## config.mk

```make
export PLATFORM = sky130hd
export DESIGN_NAME = id_ex_stage
export DESIGN_NICKNAME = d
export VERILOG_FILES = /design/src/rtl/alu_pkg.sv /design/src/rtl/alu_ctrl.sv /design/src/rtl/id_ex_stage.sv
export SDC_FILE = /design/constraint.sdc
export NUM_CORES = 1
export LEC_CHECK = 0
export CORE_UTILIZATION = 45
export DETAILED_ROUTE_END_ITERATION = 10
export DONT_BUFFER_PORTS = 1
export SLEW_MARGIN = 10
export SYNTH_ARGS = -nofsm -noshare
export SYNTH_HDL_FRONTEND = slang
export SYNTH_SLANG_ARGS = --single-unit
export TNS_END_PERCENT = 5
```

## constraint.sdc

```tcl
create_clock -name clk -period 2.5 [get_ports clk]
set_input_delay 0.25 -clock clk [delete_from_list [all_inputs] [get_ports clk]]
set_output_delay 0.25 -clock clk [all_outputs]
set_load 0.01 [all_outputs]
```

## src/rtl/alu_pkg.sv

```systemverilog
// Shared ALU definitions: control-line encodings, main-control opcodes,
// funct codes and the bundle carried from decode into execute.
package alu_pkg;

  localparam int unsigned DATA_W  = 32;
  localparam int unsigned GIN_W   = 3;
  localparam int unsigned ALUOP_W = 2;
  localparam int unsigned FUNCT_W = 6;
  localparam int unsigned REG_W   = 5;

  typedef logic [GIN_W-1:0]   gin_t;
  typedef logic [ALUOP_W-1:0] aluop_t;
  typedef logic [FUNCT_W-1:0] funct_t;

  localparam gin_t GIN_AND = 3'b000;
  localparam gin_t GIN_OR  = 3'b001;
  localparam gin_t GIN_ADD = 3'b010;
  localparam gin_t GIN_SRL = 3'b011;
  localparam gin_t GIN_SUB = 3'b110;
  localparam gin_t GIN_SLT = 3'b111;

  localparam aluop_t ALUOP_MEM    = 2'b00;
  localparam aluop_t ALUOP_BRANCH = 2'b01;
  localparam aluop_t ALUOP_RTYPE  = 2'b10;
  localparam aluop_t ALUOP_RSVD   = 2'b11;

  localparam funct_t FUNCT_ADD = 6'b100000;
  localparam funct_t FUNCT_SUB = 6'b100010;
  localparam funct_t FUNCT_AND = 6'b100100;
  localparam funct_t FUNCT_OR  = 6'b100101;
  localparam funct_t FUNCT_SLT = 6'b101010;
  localparam funct_t FUNCT_SRL = 6'b000010;

  typedef struct packed {
    logic [DATA_W-1:0] a;
    logic [DATA_W-1:0] b;
    gin_t              gin;
    logic              illegal;
    logic [REG_W-1:0]  shamt;
    logic [REG_W-1:0]  rd;
  } ex_bundle_t;

  localparam ex_bundle_t EX_BUNDLE_RST = '{
    a:       '0,
    b:       '0,
    gin:     GIN_ADD,
    illegal: 1'b0,
    shamt:   '0,
    rd:      '0
  };

endpackage

```

## src/rtl/alu_ctrl.sv

```systemverilog
// Combinational ALU control decode from main-control opcode and funct field.
// Unsupported combinations fall back to ADD and raise illegal.
module alu_ctrl
  import alu_pkg::*;
(
  input  logic [ALUOP_W-1:0] aluop,
  input  logic [FUNCT_W-1:0] funct,
  output logic [GIN_W-1:0]   gin,
  output logic               illegal
);

  always_comb begin
    gin     = GIN_ADD;
    illegal = 1'b0;
    case (aluop)
      ALUOP_MEM:    gin = GIN_ADD;
      ALUOP_BRANCH: gin = GIN_SUB;
      ALUOP_RTYPE: begin
        case (funct)
          FUNCT_ADD: gin = GIN_ADD;
          FUNCT_SUB: gin = GIN_SUB;
          FUNCT_AND: gin = GIN_AND;
          FUNCT_OR:  gin = GIN_OR;
          FUNCT_SLT: gin = GIN_SLT;
          FUNCT_SRL: gin = GIN_SRL;
          default:   illegal = 1'b1;
        endcase
      end
      default: illegal = 1'b1;
    endcase
  end

endmodule

```

## src/rtl/id_ex_stage.sv

```systemverilog
// Decode-to-execute pipeline stage: decodes ALU control, selects operand B and
// buffers bundles in a 2-entry skid buffer so in_ready depends only on registers.
module id_ex_stage
  import alu_pkg::*;
(
  input  logic               clk,
  input  logic               reset,
  input  logic               in_valid,
  output logic               in_ready,
  input  logic [ALUOP_W-1:0] in_aluop,
  input  logic [FUNCT_W-1:0] in_funct,
  input  logic [DATA_W-1:0]  in_rs_data,
  input  logic [DATA_W-1:0]  in_rt_data,
  input  logic [DATA_W-1:0]  in_imm,
  input  logic               in_alusrc,
  input  logic [REG_W-1:0]   in_shamt,
  input  logic [REG_W-1:0]   in_rd,
  input  logic               flush,
  output logic               out_valid,
  input  logic               out_ready,
  output logic [DATA_W-1:0]  out_a,
  output logic [DATA_W-1:0]  out_b,
  output logic [GIN_W-1:0]   out_gin,
  output logic [REG_W-1:0]   out_shamt,
  output logic [REG_W-1:0]   out_rd,
  output logic               out_illegal
);

  ex_bundle_t r_main;
  ex_bundle_t r_skid;
  logic       r_main_valid;
  logic       r_skid_valid;

  ex_bundle_t w_main_nxt;
  ex_bundle_t w_skid_nxt;
  logic       w_main_valid_nxt;
  logic       w_skid_valid_nxt;

  ex_bundle_t w_in_bundle;
  gin_t       w_gin;
  logic       w_illegal;
  logic       w_accept;
  logic       w_consume;

  alu_ctrl u_alu_ctrl (
    .aluop   (in_aluop),
    .funct   (in_funct),
    .gin     (w_gin),
    .illegal (w_illegal)
  );

  always_comb begin
    w_in_bundle.a       = in_rs_data;
    w_in_bundle.b       = in_alusrc ? in_imm : in_rt_data;
    w_in_bundle.gin     = w_gin;
    w_in_bundle.illegal = w_illegal;
    w_in_bundle.shamt   = in_shamt;
    w_in_bundle.rd      = in_rd;
  end

  assign in_ready  = ~r_skid_valid;
  assign w_accept  = in_valid & ~r_skid_valid;
  assign w_consume = r_main_valid & out_ready;

  // Skid refills main first, so the main register never empties while skid holds data.
  always_comb begin
    w_main_nxt       = r_main;
    w_skid_nxt       = r_skid;
    w_main_valid_nxt = r_main_valid;
    w_skid_valid_nxt = r_skid_valid;
    if (flush) begin
      w_main_valid_nxt = 1'b0;
      w_skid_valid_nxt = 1'b0;
    end else if (!r_main_valid || w_consume) begin
      if (r_skid_valid) begin
        w_main_nxt       = r_skid;
        w_main_valid_nxt = 1'b1;
        w_skid_valid_nxt = 1'b0;
      end else if (w_accept) begin
        w_main_nxt       = w_in_bundle;
        w_main_valid_nxt = 1'b1;
      end else begin
        w_main_valid_nxt = 1'b0;
      end
    end else if (w_accept) begin
      w_skid_nxt       = w_in_bundle;
      w_skid_valid_nxt = 1'b1;
    end
  end

  always_ff @(posedge clk) begin
    if (reset) begin
      r_main       <= EX_BUNDLE_RST;
      r_skid       <= EX_BUNDLE_RST;
      r_main_valid <= 1'b0;
      r_skid_valid <= 1'b0;
    end else begin
      r_main       <= w_main_nxt;
      r_skid       <= w_skid_nxt;
      r_main_valid <= w_main_valid_nxt;
      r_skid_valid <= w_skid_valid_nxt;
    end
  end

  assign out_valid   = r_main_valid;
  assign out_a       = r_main.a;
  assign out_b       = r_main.b;
  assign out_gin     = r_main.gin;
  assign out_shamt   = r_main.shamt;
  assign out_rd      = r_main.rd;
  assign out_illegal = r_main.illegal;

endmodule

```

==> metrics <==
RSZ-0062 raised after global routing=no; EDFF count, synth=0; input/output buffers=0; Gate Count Post-Synth=759; Routability Congestion=0.815; most common cell in the synthesized netlist=dfxtp_1; max-slew violation count=0; worst skew pair latency=0.43 ns; Hold Vio Cnt, Final=0; top cells by area, synth=dfxtp_1, mux2i_1, a211oi_1, nand2_1, a21oi_1; placed cell count=889; critical-path cell list=nor2b_4 -> and3_4 -> buf_12 -> nor2_1 -> a211oi_1 -> dlygate4sd3_1; Max Buffers Root-to-Sink=2; GRT overflow=0; WL final=17100 µm; CP max stage delay=0.57 ns; # rows=44; Max-cap violations=0; DP HPWL=10300 µm; dominant synthesized flop cell=dfxtp_1; maximum vdd drop=466 µV; post-place setup slack=0.664 ns; fin cells=998; critical path endpoint category=flop; status=completed; die area=0.0153 mm²; Die Y=124 µm; Synth Register Bits=158; synth unique cells=40; cts bufs inserted=17; post-synthesis instance area=0.00666 mm²; Core ar.=0.0145 mm²; slew at the pin with the worst max-slew slack=0.510 ns; antenna-violating nets left=0; largest net degree at the start of global routing=120; Filler cells=1287; first-pass GRT wire length=26300 µm; leak pwr=2.91 nW; clk sinks=158; Worst setup SP type=flop; Worst Skew=0.00991 ns; M2 GR Usage=37.5%; most area-hungry cell type in the Yosys netlist=dfxtp_1; Crit-path slowest cell=dlygate4sd3_1; DRC viols=0; met3 Track Usage GR=6.91%; setup violators final=0; DR iter-0 viols=277; Layout Nets=924; worst-path fanout max=48; Worst EP required=2.87 ns; Root Driver=clkbuf_16; Seq/Total Area, Yosys=47.5%; Tmin final=2.34 ns; Commonest cells post-synth=dfxtp_1, nand2_1, a21oi_1, nor2_1, a211oi_1; syn_area_per_cell=8.77 µm²; Initial Util=46.0%; ys async rst share=0%; clk slew on worst S/H paths=0.06 ns; vias in the first global route=5302; Net Count, Synth=882; share of layout cells above drive strength 1=6.27%; Initial DRT Pass Iterations=4; WL/cell=17.1 µm; CP Class=reg -> reg; gr usage total=22.4%; top cell type's share of synthesized area=47.5%; FF/Latch Area=0.00316 mm²; antenna violations before repair=1; vias post-DR=5573; highest clock rate=428 MHz; area delta synth->final=21.7%; IO Count=200; busiest grt layer=met2; pwr/cell area=728 mW/mm²; M1 GR Usage=26.5%; Die X=124 µm; Total Power=5.90 mW; slew margin rel.=66.0%; Syn. warnings=0; Crit path arrival time=2.70 ns; HP Class=in -> reg; via/cell ratio=5.58; final setup margin=0.164 ns; H-Tree Depth=4; final worst-path cycle share=93.5%; multi-input logic area=0.00314 mm²; CTS tree=done; post-route setup TNS=0 ns
timing repair:
| item | 4_1_cts | 5_1_grt |
|---|---|---|
| buffers inserted | 0 | 0 |
| gates resized for setup | 0 | 2 |
| setup endpoints to repair | 0 | 17 |
| hold buffers | 77 | 0 |
| hold endpoints to repair | 152 | 0 |
worst max-delay path, delay by kind of cell, from the launching register on:
family | cells | cell delay, ns
AND/OR/NAND/NOR | 3 | 0.78
flip-flops | 1 | 0.43
AO/OA/AOI/OAI | 1 | 0.21
buffers and inverters | 2 | 0.85
power breakdown:
| group | internal, mW | switching, mW | leakage (nW) |
|---|---|---|---|
| sequential | 2.61 | 0.104 | 1.29 |
| clock | 1.77 | 0.968 | 0.307 |
| combinational | 0.216 | 0.227 | 1.32 |
| total | 4.60 | 1.30 | 2.91 |
cell families after synthesis:
group                      share of synthesized area [%]
and+or+nand+nor                                     15.6
buffers and inverters                               5.56
AOI/OAI and AO/OA                                   19.6
DFF                                                 47.5
muxes                                               11.1
adders and majority gates                          0.564
per-stage QoR:
step	hold WS [ns]	util [%]	cell area, µm²
detailed placement	0.326	46.1	6670
finish	0.0355	55.9	8100
CTS	0.00748	55.9	8090
global placement	0.325	46.1	6670
floorplan	0.328	-	6660
global route	0.0389	55.9	8100
layout make-up:
type,count,share of cell area (%)
Antenna cell,1,0.0309
Clock buffer,25,6.12
Clock inverter,6,1.61
Inverter,4,0.185
Multi-Input combinational cell,529,38.8
Sequential cell,158,39.1
Tap cell,184,2.84
Timing Repair Buffer,91,11.4
registers in the layout, indices dropped and copies added, names as in the netlist:
register      cells
r_skid           78
out_illegal       1
out_b            32
out_valid         1
out_a            32
out_shamt         5
r_skid_valid      1
out_gin           3
out_rd            5
layer usage:
metal / wire length (µm) / part of all wire [%] / vias to the layer above
li1: - / - / 2755
met1: 7360 / 43 / 2615
met2: 8280 / 49 / 176
met3: 1070 / 6.2 / 27
met4: 348 / 2.0 / 0
met5: 0 / 0 / -
layout by cell type, fill, tap and decap left out, drive strengths merged, types with 2 or more instances in the layout:
cell type and instances:
dfxtp 158, nand2 150, a21oi 80, nor2 80
dlygate4sd3 76, a211oi 75, mux2i 74, o211ai 33
clkbuf 25, buf 15, o21ai 5, bufinv 4
inv 4, nor4bb 3, nand2b 3, ha 3
o31ai 2, a32o 2, nand4 2, clkinv 2
nor2b 2, nor3 2
path summary, 6_finish.rpt:
| kind | from | to | slack (ns) | cells past startpoint |
|---|---|---|---|---|
| worst max-delay path | out_valid$_SDFFE_PP0P_ | r_skid[18]$_SDFFE_PP0P_ | 0.16 | 6 |
| worst min-delay path | reset | r_skid[12]$_SDFFE_PP1P_ | 0.04 | 2 |
| worst max register to register | out_valid$_SDFFE_PP0P_ | r_skid[18]$_SDFFE_PP0P_ | 0.16 | 6 |
| worst min register to register | r_skid[64]$_SDFFE_PP0P_ | r_skid[64]$_SDFFE_PP0P_ | 0.45 | 2 |
Power figures use the tool's default switching activity.
